`config.mk`:
```
export PLATFORM = sky130hd
export DESIGN_NAME = sync_ram_ctrl
export DESIGN_NICKNAME = d
export VERILOG_FILES = /design/src/rtl/sync_ram_pkg.sv /design/src/rtl/sync_ram_rsp_fifo.sv /design/src/rtl/sync_ram_ctrl.sv
export SDC_FILE = /design/constraint.sdc
export NUM_CORES = 1
export LEC_CHECK = 0
export BUFFER_PORTS_ARGS = -buffer_cell sky130_fd_sc_hd__buf_2
export CORE_ASPECT_RATIO = 0.8
export CORE_MARGIN = 2
export CORE_UTILIZATION = 55
export DETAILED_ROUTE_END_ITERATION = 10
export PLACE_DENSITY = 0.87
export SKIP_CTS_REPAIR_TIMING = 1
export SLEW_MARGIN = 20
export SYNTH_ARGS = -nofsm -noshare
export SYNTH_HDL_FRONTEND = slang
export SYNTH_SLANG_ARGS = --single-unit
```
`constraint.sdc`:
```
create_clock -name clk -period 4.9 [get_ports clk]
set_clock_uncertainty 0.1 [all_clocks]
set_input_delay 0.735 -clock clk [delete_from_list [all_inputs] [get_ports clk]]
set_output_delay 0.735 -clock clk [all_outputs]
set_load 0.005 [all_outputs]
```
`src/rtl/sync_ram_pkg.sv`:
```
// Shared widths and response beat type for sync_ram_ctrl.
// Beat layout is identical with or without SYNC_RAM_CTRL_WR_ACK_EN.
package sync_ram_pkg;

    localparam int SRAM_ADDR_W = 4;
    localparam int SRAM_DATA_W = 8;

    typedef struct packed {
        logic                   is_wr;
        logic [SRAM_ADDR_W-1:0] addr;
        logic [SRAM_DATA_W-1:0] data;
    } rsp_beat_t;

    function automatic int ptr_w(input int depth);
        return (depth > 1) ? $clog2(depth) : 1;
    endfunction

endpackage

```
`src/rtl/sync_ram_rsp_fifo.sv`:
```
// Response FIFO: DEPTH entries, wrapping pointers and an occupancy count.
// Push and pop may coincide, including when full.
module sync_ram_rsp_fifo
    import sync_ram_pkg::*;
#(
    parameter int DEPTH = 2,
    parameter int W     = 13,
    parameter int CW    = $clog2(DEPTH + 1)
) (
    input  logic          clk,
    input  logic          rst_n,
    input  logic          push_i,
    input  logic [W-1:0]  din_i,
    input  logic          pop_i,
    output logic [W-1:0]  dout_o,
    output logic [CW-1:0] count_o,
    output logic          empty_o,
    output logic          full_o
);

    localparam int            PW   = ptr_w(DEPTH);
    localparam logic [PW-1:0] LAST = PW'(DEPTH - 1);

    logic [W-1:0]  mem_q [DEPTH];
    logic [PW-1:0] wr_q;
    logic [PW-1:0] wr_d;
    logic [PW-1:0] rd_q;
    logic [PW-1:0] rd_d;
    logic [CW-1:0] cnt_q;
    logic [CW-1:0] cnt_d;
    logic          do_push;
    logic          do_pop;

    function automatic logic [PW-1:0] wrap_inc(input logic [PW-1:0] p);
        return (p == LAST) ? '0 : p + 1'b1;
    endfunction

    assign empty_o = (cnt_q == '0);
    assign full_o  = (cnt_q == CW'(DEPTH));
    assign do_pop  = pop_i & ~empty_o;
    assign do_push = push_i & (~full_o | do_pop);
    assign count_o = cnt_q;
    assign dout_o  = mem_q[rd_q];

    always_comb begin
        wr_d  = wr_q;
        rd_d  = rd_q;
        cnt_d = cnt_q;
        if (do_push) begin
            wr_d = wrap_inc(wr_q);
        end
        if (do_pop) begin
            rd_d = wrap_inc(rd_q);
        end
        cnt_d = cnt_q + CW'(do_push) - CW'(do_pop);
    end

    always_ff @(posedge clk or negedge rst_n) begin
        if (!rst_n) begin
            wr_q  <= '0;
            rd_q  <= '0;
            cnt_q <= '0;
        end else begin
            wr_q  <= wr_d;
            rd_q  <= rd_d;
            cnt_q <= cnt_d;
        end
    end

    // Payload storage needs no reset; count gates visibility.
    always_ff @(posedge clk) begin
        if (do_push) begin
            mem_q[wr_q] <= din_i;
        end
    end

    always @(posedge clk) begin
        if (rst_n) begin
            assert (!(push_i && full_o && !pop_i))
                else $error("rsp fifo overflow");
        end
    end

endmodule

```
`src/rtl/sync_ram_ctrl.sv`:
```
// Request front-end for sync_ram with in-order, credit-protected responses.
// SYNC_RAM_CTRL_WR_ACK_EN: writes also take a credit and return an ack beat.
module sync_ram_ctrl
    import sync_ram_pkg::*;
#(
    parameter int ADDR_W    = SRAM_ADDR_W,
    parameter int DATA_W    = SRAM_DATA_W,
    parameter int RSP_DEPTH = 2,
    parameter int CNT_W     = 16
) (
    input  logic              clk,
    input  logic              rst_n,
    input  logic              req_valid,
    output logic              req_ready,
    input  logic              req_we,
    input  logic [ADDR_W-1:0] req_addr,
    input  logic [DATA_W-1:0] req_wdata,
    output logic              ram_we,
    output logic [ADDR_W-1:0] ram_addr,
    output logic [DATA_W-1:0] ram_din,
    input  logic [DATA_W-1:0] ram_dout,
    output logic              rsp_valid,
    input  logic              rsp_ready,
    output logic [DATA_W-1:0] rsp_data,
    output logic [ADDR_W-1:0] rsp_addr,
    output logic              rsp_is_wr,
    output logic [CNT_W-1:0]  rd_cnt
);

    localparam int CW     = $clog2(RSP_DEPTH + 1);
    localparam int BEAT_W = 1 + ADDR_W + DATA_W;

    typedef struct packed {
        logic              is_wr;
        logic [ADDR_W-1:0] addr;
        logic [DATA_W-1:0] data;
    } beat_t;

    beat_t             push_beat;
    beat_t             head_beat;
    logic [BEAT_W-1:0] head_raw;
    logic [CW-1:0]     fifo_cnt;
    logic [CW:0]       used;
    logic              fifo_empty;
    logic              unused_full;
    logic              credit_ok;
    logic              acc;
    logic              acc_rd;
    logic              pop;

    logic              pend_q;
    logic              pend_d;
    logic [ADDR_W-1:0] pend_addr_q;
    logic [ADDR_W-1:0] pend_addr_d;
    logic [CNT_W-1:0]  rd_cnt_q;
    logic [CNT_W-1:0]  rd_cnt_d;

`ifdef SYNC_RAM_CTRL_WR_ACK_EN
    logic              pend_wr_q;
    logic              pend_wr_d;
    logic [DATA_W-1:0] pend_data_q;
    logic [DATA_W-1:0] pend_data_d;
`else
    logic              unused_is_wr;
`endif

    assign pop = rsp_valid & rsp_ready;

    // Outstanding beats, crediting a beat that leaves this cycle.
    always_comb begin
        used      = {1'b0, fifo_cnt};
        used      = used + (CW+1)'(pend_q);
        used      = used - (CW+1)'(pop);
        credit_ok = (used < (CW+1)'(RSP_DEPTH));
    end

`ifdef SYNC_RAM_CTRL_WR_ACK_EN
    assign req_ready = rst_n & credit_ok;
`else
    assign req_ready = rst_n & (req_we | credit_ok);
`endif

    assign acc      = req_valid & req_ready;
    assign acc_rd   = acc & ~req_we;
    assign ram_we   = acc & req_we;
    assign ram_addr = req_addr;
    assign ram_din  = req_wdata;

    always_comb begin
        pend_addr_d = pend_addr_q;
        if (acc) begin
            pend_addr_d = req_addr;
        end
`ifdef SYNC_RAM_CTRL_WR_ACK_EN
        pend_d      = acc;
        pend_wr_d   = pend_wr_q;
        pend_data_d = pend_data_q;
        if (acc) begin
            pend_wr_d   = req_we;
            pend_data_d = req_wdata;
        end
`else
        pend_d = acc_rd;
`endif
    end

    always_comb begin
        rd_cnt_d = rd_cnt_q;
        if (acc_rd && (rd_cnt_q != '1)) begin
            rd_cnt_d = rd_cnt_q + 1'b1;
        end
    end

    always_comb begin
        push_beat      = '0;
        push_beat.addr = pend_addr_q;
`ifdef SYNC_RAM_CTRL_WR_ACK_EN
        push_beat.is_wr = pend_wr_q;
        push_beat.data  = pend_wr_q ? pend_data_q : ram_dout;
`else
        push_beat.is_wr = 1'b0;
        push_beat.data  = ram_dout;
`endif
    end

    always_ff @(posedge clk or negedge rst_n) begin
        if (!rst_n) begin
            pend_q      <= 1'b0;
            pend_addr_q <= '0;
            rd_cnt_q    <= '0;
        end else begin
            pend_q      <= pend_d;
            pend_addr_q <= pend_addr_d;
            rd_cnt_q    <= rd_cnt_d;
        end
    end

`ifdef SYNC_RAM_CTRL_WR_ACK_EN
    always_ff @(posedge clk or negedge rst_n) begin
        if (!rst_n) begin
            pend_wr_q   <= 1'b0;
            pend_data_q <= '0;
        end else begin
            pend_wr_q   <= pend_wr_d;
            pend_data_q <= pend_data_d;
        end
    end
`endif

    sync_ram_rsp_fifo #(
        .DEPTH (RSP_DEPTH),
        .W     (BEAT_W),
        .CW    (CW)
    ) u_fifo (
        .clk     (clk),
        .rst_n   (rst_n),
        .push_i  (pend_q),
        .din_i   (push_beat),
        .pop_i   (pop),
        .dout_o  (head_raw),
        .count_o (fifo_cnt),
        .empty_o (fifo_empty),
        .full_o  (unused_full)
    );

    assign head_beat = beat_t'(head_raw);
    assign rsp_valid = ~fifo_empty;
    assign rsp_data  = head_beat.data;
    assign rsp_addr  = head_beat.addr;
    assign rd_cnt    = rd_cnt_q;

`ifdef SYNC_RAM_CTRL_WR_ACK_EN
    assign rsp_is_wr = head_beat.is_wr;
`else
    assign rsp_is_wr    = 1'b0;
    assign unused_is_wr = head_beat.is_wr;
`endif

endmodule
```
# After elaboration in Yosys (flattened, before gate mapping)
# Memories as Yosys holds them, arrays and structs flattened.
# Index checks and enable logic that the tools add are counted.
dict set report classes {
  add_sub_neg 7
  order_cmp 1
  n_eq_ne 2
  muxes 4
  bitwise_logic 12
  n_reduce_logical 2
}
# op count
set op_table {}
lappend op_table {{$add A16 B1 Y16 const B} 1}
lappend op_table {{$ne A16 B16 Y1 const B} 1}
lappend op_table {{$and A1 B1 Y1} 7}
lappend op_table {{$mux W1} 4}
lappend op_table {{$add A2 B1 Y3} 1}
lappend op_table {{$lt A3 B2 Y1 const B} 1}
lappend op_table {{$not A1 Y1} 3}
lappend op_table {{$sub A3 B1 Y3} 1}
lappend op_table {{$add A1 B1 Y1 const B} 2}
lappend op_table {{$add A2 B1 Y2} 1}
lappend op_table {{$eq A2 B2 Y1 const B} 1}
lappend op_table {{$logic_not A2 Y1} 1}
lappend op_table {{$or A1 B1 Y1} 2}
lappend op_table {{$sub A2 B1 Y2} 1}
lappend op_table {{$logic_and A1 B1 Y1} 1}
dict set report word_totals {
  regBits 25
  mem_bits_rw 24
  elab_cells 35
  mem_count 1
}
# name depth word_bits read_ports rd_clocked_by_memory_dff wr line_no
set mem_list {}
lappend mem_list {u_fifo.mem_q 2 12 1 0 1 sync_ram_rsp_fifo.sv:24} ;# logic [W-1:0] mem_q [DEPTH];

# Longest topological paths before layout
# Gate-level depths: netlist of run 1.
dict set report logic_depth {
  word_depth 10
  mapped_depth 11
}

# Cells and area by module
# From an unflattened synthesis of run 1, not the netlist that was laid out.
dict set report hier_totals {
  cells_unflattened 179
  area_unflattened_um2 2386.0
}
# mod n_inst cells_each area_each_um2
set by_module_without_submodules {}
lappend by_module_without_submodules {sync_ram_ctrl 1 117 1232.4}
lappend by_module_without_submodules {sync_ram_rsp_fifo 1 62 1153.6}

# Worst setup path after synthesis of run 1
# No wires, ideal clock.
dict set report synth_timing {
  kind {in2reg}
  start {input port rsp_ready}
  end {register rd_cnt_q[14] (netlist: rd_cnt[14])}
  setup_ps 125
  arrival_time_ps 2749
  setup_slack_ps 1926
  path_stages 8
  n_path_buf 0
  cell_sequence {and2_1 > ha_1 > nor2b_1 > fa_1 > and4bb_2 > nand2b_2 > nor4_1 > mux2_2}
}
dict set report synth_between {
  elab_chain_cells 8
}
# element line_no
set synth_rtl {}
lappend synth_rtl {{start, declared} sync_ram_ctrl.sv:23} ;# input logic rsp_ready,
lappend synth_rtl {{$and A1 B1 Y1} sync_ram_ctrl.sv:67} ;# assign pop = rsp_valid & rsp_ready;
lappend synth_rtl {{$sub A3 B1 Y3} sync_ram_ctrl.sv:73} ;# used = used - (CW+1)'(pop);
lappend synth_rtl {{$lt A3 B2 Y1} sync_ram_ctrl.sv:74} ;# credit_ok = (used < (CW+1)'(RSP_DEPTH));
lappend synth_rtl {{$or A1 B1 Y1} sync_ram_ctrl.sv:80} ;# assign req_ready = rst_n & (req_we | credit_ok);
lappend synth_rtl {{$and A1 B1 Y1} sync_ram_ctrl.sv:80}
lappend synth_rtl {{$and A1 B1 Y1} sync_ram_ctrl.sv:83} ;# assign acc = req_valid & req_ready;
lappend synth_rtl {{$and A1 B1 Y1} sync_ram_ctrl.sv:84} ;# assign acc_rd = acc & ~req_we;
lappend synth_rtl {{$logic_and A1 B1 Y1} sync_ram_ctrl.sv:109} ;# if (acc_rd && (rd_cnt_q != '1)) begin
lappend synth_rtl {{end signal, assigned} sync_ram_ctrl.sv:134} ;# rd_cnt_q <= rd_cnt_d;
lappend synth_rtl {{end, declared} sync_ram_ctrl.sv:55} ;# logic [CNT_W-1:0] rd_cnt_q;
# Every way passes these cells.
# A chain may end at the register's enable or synchronous reset.

# Worst setup path in the final report of run 1
dict set report layout_timing {
  start {register u_fifo.cnt_q[1] (netlist: u_fifo.count_o[1])}
  end {output port req_ready}
}
dict set report layout_between {
  elab_chain_cells 7
  elab_cells_between_ends 8
  cone_classes {add/sub (2); order compare (1); bitwise (4); reduce/logical (1)}
}
# element line_no
set layout_rtl {}
lappend layout_rtl {{start, declared} sync_ram_rsp_fifo.sv:29} ;# logic [CW-1:0] cnt_q;
lappend layout_rtl {{start signal, assigned} sync_ram_rsp_fifo.sv:66} ;# cnt_q <= cnt_d;
lappend layout_rtl {{parallel branches: the longest is 3 deep, another holds $add A2 B1 Y3} n/a}
lappend layout_rtl {{$sub A3 B1 Y3 *} sync_ram_ctrl.sv:73}
lappend layout_rtl {{$lt A3 B2 Y1 *} sync_ram_ctrl.sv:74}
lappend layout_rtl {{$or A1 B1 Y1 *} sync_ram_ctrl.sv:80}
lappend layout_rtl {{$and A1 B1 Y1 *} sync_ram_ctrl.sv:80}
lappend layout_rtl {{end, declared} sync_ram_ctrl.sv:14} ;# output logic req_ready,
# Mark *: on every way between the ends.

==> impl_metrics.yaml, run 1 <==
yosys:
  netlist_area_mm2: 0.00226
  yosys_warnings: 0
  ys_seq_area_frac: 0.596
  synth_cell_type_count: 37
  synth-seq-cells: 49
  syn_avg_cell_area_um2: 13.6
  synth_fp_nets: 196
  syn_inst: 166
worst_setup_path:
  cp.arrival_ns: 2.46
  required_ns: 4.07
  critPathLaunch: "u_fifo.count_o[1]"
  critical_path.startpoint_type: "flop"
  worstPathMaxFanout: 4
  r2r-start: "u_fifo.count_o[1]"
  crit_type: "flop to output pin"
  end_kind: "output pin"
detailed_routing:
  routed-via-count: 1373
  vias_per_cell: 5.18
  drc: 0
  antenna_left: 0
  first_iter_violations: 41
  routed_wl_um: 3800
  first_pass_iters: 4
  routedWlPerCell_um: 14.3
clock_network:
  cts_buffers: 5
  clockBufferDepth: 2
  cts_tree: "done"
  cts.sinks: 49
  clk-insertion-delay-late_ns: 0.30
  clkTransAtPathRegs_ns: 0.08
  cts_root_buf: "clkbuf_8"
  h-tree-depth: 2
finish:
  nFillCells: 290
  register_area_mm2: 0.00135
  multi_input_area_um2: 767
  syn_to_final_growth_pct: 14.3
  final_net_count: 239
  final_area_mm2: 0.00258
  layout-drive-gt1-share: 0.386
  utilization: 0.666
  antenna_cells: 0
sta:
  finalCritPeriodShare: 0.673
  hold_viol_final: 0
  min_period_ns: 3.30
  setup_ws_ns: 1.60
  rsz0062_at_grt: "false"
  slew_headroom: 0.347
  fmax_mhz: 303
  drv_slew: 0
  worst_pin_slew_ns: 0.976
  setup_violations: 0
  finalSetupTns_ns: 0
place:
  io_buffers: 51
  place_congestion: 0.856
  dp.final_hpwl_um: 2770
  dp_slack_ns: 1.57
  place_area_mm2: 0.00247
pwr:
  ir_worst_vdd_v: 0.000349
  p_leak_nw: 1.19
  power.density_mw_per_mm2: 424
min_path:
  worstHoldPathType: "primary input to async pin"
global_route:
  grt_pass1_vias: 1339
  grt_pass1_wl_um: 5980
  grt_use_total: 0.178
  grt_max_degree: 30
  overflow: 0
  antenna_found_initial: 0
floorplanning:
  dieHeight_um: 61.3
  core-area_mm2: 0.00388
  rows: 20
  ios: 69
  die_w_um: 75.7
  die-area_mm2: 0.00464
  start_util: 0.583
run_status:
  status: "complete, no violations"
flow_run:
  cap_violations: 0
==> area by class of cell <==
| type | instances | share of cell area |
|---|---|---|
| clock buffer | 6 | 0.0281 |
| clock inverter | 2 | 0.0150 |
| multi-input combinational | 93 | 0.297 |
| sequential | 49 | 0.521 |
| tap | 55 | 0.0266 |
| inverter | 9 | 0.0131 |
| timing repair buffer | 51 | 0.0988 |
==> registers in the layout (all words and copies together), names as in the netlist <==
name            flops
u_fifo.mem_q       24
rd_cnt             16
pend_addr_q         4
u_fifo.count_o      2
pend_q              1
u_fifo.rd_q         1
u_fifo.wr_q         1
==> stage by stage <==
step           power (mW)  cells  hold WS [ns]
2_1_floorplan       0.741    166         0.337
3_3_place_gp        0.814    257         0.344
3_5_place_dp        0.829    257         0.355
4_1_cts              1.11    265         0.345
5_1_grt              1.17    265         0.374
6_report             1.10    265         0.339
==> cells in the final DEF (no fill, tap or decap), types with 4 or more instances in the layout <==
| cell | instances |
|---|---|
| nand2_1 | 7 |
| xor2_1 | 12 |
| nor3_1 | 6 |
| mux2_2 | 18 |
| clkbuf_8 | 5 |
| nand3_1 | 4 |
| xnor2_1 | 5 |
| inv_1 | 9 |
| ha_1 | 4 |
| edfxtp_1 | 24 |
| buf_2 | 51 |
| and3_1 | 4 |
| dfrtp_1 | 25 |
==> synthesized netlist by cell type <==
cell type / n / share of area
and4_1: 1 / 0.0039
nand2b_2: 1 / 0.0039
nand4_1: 3 / 0.0083
nand3_1: 4 / 0.0089
nand2_1: 7 / 0.012
inv_1: 9 / 0.015
nor2_2: 1 / 0.0028
nor4b_1: 2 / 0.0078
nand4b_1: 1 / 0.0039
dfrtp_1: 25 / 0.28
xnor2_1: 5 / 0.019
o31ai_1: 1 / 0.0033
edfxtp_1: 24 / 0.32
nand2b_1: 1 / 0.0028
buf_6: 1 / 0.0050
buf_4: 13 / 0.043
o41ai_1: 1 / 0.0039
nor2_1: 3 / 0.0050
and2_1: 3 / 0.0083
mux2_2: 18 / 0.090
nor3_1: 6 / 0.013
ha_1: 4 / 0.022
buf_1: 1 / 0.0017
nand4_2: 1 / 0.0055
nor4_4: 1 / 0.0094
o32a_1: 1 / 0.0044
and3_1: 4 / 0.011
and4bb_2: 1 / 0.0055
xor2_1: 12 / 0.047
o211ai_1: 1 / 0.0033
nor4_1: 3 / 0.0083
nor2b_1: 1 / 0.0028
o21a_1: 1 / 0.0033
nor3b_1: 2 / 0.0066
fa_1: 1 / 0.0089
o21bai_1: 1 / 0.0033
conb_1: 1 / 0.0017
==> per-layer routing <==
layer / vias up / part of all wire / GRT usage
met2: 51 / 0.47 / 0.296
met3: 7 / 0.077 / 0.0589
met1: 651 / 0.45 / 0.226
li1: 664 / - / -
met5: - / 0 / 0
met4: 0 / 0.0090 / 0.0551
==> report_power, final <==
part / internal (mW) / leakage [nW] / switching [mW]
logic: 0.144 / 0.605 / 0.114
clock network: 0.153 / 0.0554 / 0.125
registers: 0.501 / 0.528 / 0.0589
==> path summary, 6_finish.rpt <==
path	end	slack [ns]	depth (start not counted)
hold / removal	rd_cnt[0]	0.34	1
setup reg to reg	rd_cnt[14]	1.77	10
min in group clk	u_fifo.mem_q[0][10]	0.37	0
max in group asynchronous	u_fifo.rd_q	3.96	1
hold reg to reg	u_fifo.mem_q[0][10]	0.37	0
setup / recovery	req_ready	1.60	10
==> worst max-delay path, stage by stage (launching register included) <==
cell and delay [ns]:
dfrtp_1 0.39, inv_1 0.15, nand2_1 0.08, and2_1 0.20, ha_1 0.31, nor2b_1 0.06, fa_1 0.37, xnor2_1 0.23
nor2_1 0.09, o21a_1 0.17, buf_2 0.12
==> kinds of logic (layout without fill, tap and decap cells) <==
| kind of cell | Yosys count | after routing | share of synthesized area |
|---|---|---|---|
| compound gates | 6 | 6 | 0.0216 |
| xor+xnor | 17 | 17 | 0.0659 |
| fa+ha+maj | 5 | 5 | 0.0310 |
| buf+inv | 24 | 68 | 0.0648 |
| flops | 49 | 49 | 0.596 |
| mux | 18 | 18 | 0.0897 |
| other cells | 1 | 1 | 0.00166 |
| simple gates | 46 | 46 | 0.130 |
(Power assumes the default switching activity.)
==> inputs of run 2 (changes only) <==
Settings changed: CORE_UTILIZATION 55 to 51, PLACE_DENSITY 0.87 to 0.81.
Clock period 4.9 ns to 3.2 ns, I/O delays scaled along.
==> impl_metrics.yaml, run 2 (same netlist as run 1, synthesis figures left out) <==
run_status:
  status: "complete, no violations"
detailed_routing:
  routedWlPerCell_um: 15.1
  drc: 0
  vias_per_cell: 5.23
  first_pass_iters: 4
  routed_wl_um: 4070
  antenna_left: 0
  routed-via-count: 1412
  first_iter_violations: 37
floorplanning:
  rows: 21
  start_util: 0.534
  core-area_mm2: 0.00423
  dieHeight_um: 63.5
  ios: 69
  die_w_um: 78.4
  die-area_mm2: 0.00498
sta:
  worst_pin_slew_ns: 0.753
  drv_slew: 0
  setup_violations: 0
  fmax_mhz: 332
  finalCritPeriodShare: 0.942
  min_period_ns: 3.02
  hold_viol_final: 0
  whs_ns: 0.0943
  slew_headroom: 0.492
worst_setup_path:
  crit_type: "flop to flop"
  cp.arrival_ns: 3.15
  required_ns: 3.33
  end_kind: "flop"
  worstPathMaxFanout: 8
  critical_path.startpoint_type: "flop"
  r2r_cells: 11
pwr:
  ir_worst_vdd_v: 0.000314
  p_total_mw: 1.63
  p_leak_nw: 1.19
  power.density_mw_per_mm2: 624
finish:
  final_net_count: 242
  largest_reg_flops: 24
  layout-drive-gt1-share: 0.418
  final_common_cell: "buf_2"
  top_register: "u_fifo.mem_q"
  antenna_cells: 0
  syn_to_final_growth_pct: 15.4
  final_cell_mix: "51 x buf_2, 25 x dfrtp_1, 24 x edfxtp_1"
  nFillCells: 345
place:
  place_congestion: 0.854
  io_buffers: 51
  dp.final_hpwl_um: 2940
flow_run:
  cap_violations: 0
global_route:
  overflow: 0
  grt_pass1_vias: 1400
  antenna_found_initial: 0
  grt_max_degree: 29
  grt_pass1_wl_um: 6660
  grt_use_total: 0.176
clock_network:
  cts_root_buf: "clkbuf_8"
  clockBufferDepth: 2
  clkTransAtPathRegs_ns: 0.09
  cts.sinks: 49
  clk-insertion-delay-late_ns: 0.31
  h-tree-depth: 2
  cts_buffers: 5
  cts_tree: "done"
min_path:
  worstHoldPathType: "primary input to async pin"
run 2: layout make-up:
type	instances	area, um2	share of cell area
Clock inverter	3	25.0	0.00959
Tap cell	57	71.3	0.0273
Sequential cell	49	1350	0.516
Clock buffer	5	68.8	0.0264
Multi-Input combinational cell	93	786	0.301
Inverter	9	33.8	0.0129
Timing Repair Buffer	54	278	0.106
run 2: stage by stage:
step / util / cells / TNS (ns) / setup slack (ns) / cell area [um2]
floorplan: - / 166 / 0 / 0.344 / 2260
global placement: 0.590 / 262 / 0 / 0.243 / 2500
detailed placement: 0.590 / 262 / 0 / 0.0876 / 2500
CTS: 0.612 / 270 / 0 / 0.0793 / 2590
global route: 0.617 / 270 / -0.00153 / -0.00153 / 2610
finish: 0.617 / 270 / 0 / 0.184 / 2610
run 2: worst max-delay path, stage by stage (launching register included):
cell and delay [ns]:
dfrtp_1 0.41, inv_2 0.10, nand2_1 0.07, and2_1 0.18
ha_1 0.30, nor2b_1 0.14, fa_1 0.43, and4bb_2 0.33
nand2b_2 0.14, buf_4 0.20, nor4_2 0.35, xor2_1 0.19
run 2: final timing paths:
kind / from / endpoint / slack, ns
setup / recovery: u_fifo.count_o[1] / rd_cnt[8] / 0.18
hold reg to reg: pend_addr_q[3] / u_fifo.mem_q[1][11] / 0.37
max in group asynchronous: rst_n / u_fifo.wr_q / 2.65
min in group clk: ram_dout[2] / u_fifo.mem_q[1][2] / 0.25
hold / removal: rst_n / rd_cnt[9] / 0.09
setup reg to reg: u_fifo.count_o[1] / rd_cnt[8] / 0.18
run 2: layer usage:
| layer | track usage | routed length [um] |
|---|---|---|
| met5 | 0 | 0 |
| met3 | 0.0645 | 280 |
| met2 | 0.298 | 2030 |
| met1 | 0.209 | 1710 |
| met4 | 0.0526 | 51 |
run 2: report_power, final:
part / leakage (nW) / internal [mW] / switching (mW)
logic: 0.620 / 0.226 / 0.173
registers: 0.528 / 0.766 / 0.0906
clock network: 0.0447 / 0.158 / 0.216
==> inputs of run 3 (changes only) <==
Settings changed: CORE_ASPECT_RATIO 0.8 to 2, CORE_MARGIN 2 to not set.
==> impl_metrics.yaml, run 3 (same netlist as run 1, synthesis figures left out) <==
run_status:
  status: "complete, no violations"
finish:
  antenna_cells: 0
  utilization: 0.624
  syn_to_final_growth_pct: 15.2
  top_register: "u_fifo.mem_q"
  layout-drive-gt1-share: 0.396
  instances_no_fill: 264
  final_common_cell: "buf_2"
  final_area_mm2: 0.00260
  final_cell_mix: "51 x buf_2, 25 x dfrtp_1, 24 x edfxtp_1"
  final_net_count: 241
  largest_reg_flops: 24
sta:
  whs_ns: 0.0815
  setup_ws_ns: 0.169
  slew_headroom: 0.382
  drv_slew: 0
  fmax_mhz: 330
  rsz0062_at_grt: "false"
  finalSetupTns_ns: 0
  hold_viol_final: 0
  min_period_ns: 3.03
  setup_violations: 0
  finalCritPeriodShare: 0.947
  worst_pin_slew_ns: 0.923
worst_setup_path:
  cp_top_family: "simple AND/OR/NAND/NOR gates"
  slowest_delay_ns: 0.45
  worstPathBufferInverterCount: 2
  crit_chain: "inv_1 -> nand2_1 -> and2_1 -> ha_1 -> nor2b_1 -> fa_1 -> and4bb_2 -> nand2b_2 -> buf_4 -> nor4_1 -> xor2_1"
  worstPathMaxFanout: 9
  crit_path_top_delay_cell: "fa_1"
  end_kind: "flop"
  crit_type: "flop to flop"
  critical_path.startpoint_type: "flop"
  cp.arrival_ns: 3.14
  required_ns: 3.31
pwr:
  p_switching_mw: 0.448
  swShare: 0.265
  p_leak_nw: 1.20
  seqPwrFrac: 0.504
  power.density_mw_per_mm2: 650
  comb_power_share: 0.233
  p_int_mw: 1.24
  p_total_mw: 1.69
  p_clk_frac: 0.263
  ir_worst_vdd_v: 0.000518
clock_network:
  h-tree-depth: 2
  clk-insertion-delay-late_ns: 0.29
  clkTransAtPathRegs_ns: 0.09
  cts.sinks: 49
  cts_root_buf: "clkbuf_8"
  cts_tree: "done"
  clockBufferDepth: 2
  cts_buffers: 5
detailed_routing:
  routedWlPerCell_um: 14.5
  drc: 0
  first_iter_violations: 14
  vias_per_cell: 5.24
  first_pass_iters: 4
  routed_wl_um: 3840
  routed-via-count: 1383
  antenna_left: 0
place:
  io_buffers: 51
  dp.final_hpwl_um: 3030
  dp_slack_ns: 0.150
  place_congestion: 0.783
  place_area_mm2: 0.00248
  dp_cells: 256
min_path:
  worstHoldPathType: "primary input to async pin"
floorplanning:
  ios: 69
  rows: 33
  start_util: 0.542
  die_w_um: 49.1
  dieHeight_um: 96.1
  core-area_mm2: 0.00417
  die-area_mm2: 0.00472
global_route:
  grt_max_degree: 29
  grt_pass1_wl_um: 6330
  overflow: 0
  grt_pass1_vias: 1388
  antenna_found_initial: 0
  grt_use_total: 0.179
flow_run:
  cap_violations: 0
==> run 3: cell types whose count changed in the layout (fill, tap and decap cells not counted), sizes merged <==
cell,before,now
clkbuf,5,6
bufinv,0,1
clkinv,1,0
inv,10,9
buf,54,53
==> run 3: power by group through the flow <==
stage	Sequential (mW)	Combinational (mW)	Clock (mW)
final	0.853	0.395	0.445
after global routing	0.867	0.449	0.476
after CTS	0.857	0.403	0.460
after detailed placement	0.871	0.400	0
after global placement	0.861	0.388	0
after floorplan	0.830	0.304	0
==> run 3: final timing paths <==
| kind | end | depth (start not counted) | slack [ns] | startpoint |
|---|---|---|---|---|
| worst max-delay path | rd_cnt[8] | 11 | 0.17 | u_fifo.count_o[1] |
| worst min-delay path | rd_cnt[4] | 2 | 0.08 | rst_n |
| worst max register to register | rd_cnt[8] | 11 | 0.17 | u_fifo.count_o[1] |
| worst min register to register | u_fifo.mem_q[1][11] | 0 | 0.37 | pend_addr_q[3] |
| max in group asynchronous | u_fifo.count_o[1] | 2 | 2.66 | rst_n |
| min in group clk | u_fifo.mem_q[1][2] | 1 | 0.28 | ram_dout[2] |
==> run 3: cell type report <==
class,count,area (um2)
clock buffers,6,82.6
clock inverters,2,37.5
fillers,337,1570
inverters,9,33.8
multi-input cells,93,767
flip-flops and latches,49,1350
well taps,52,65.1
repair buffers,53,270
==> run 3: routing by layer <==
metal	track usage	part of all wire
met1	0.180	0.37
met2	0.356	0.57
met3	0.0300	0.042
met4	0.0662	0.013
met5	0	0
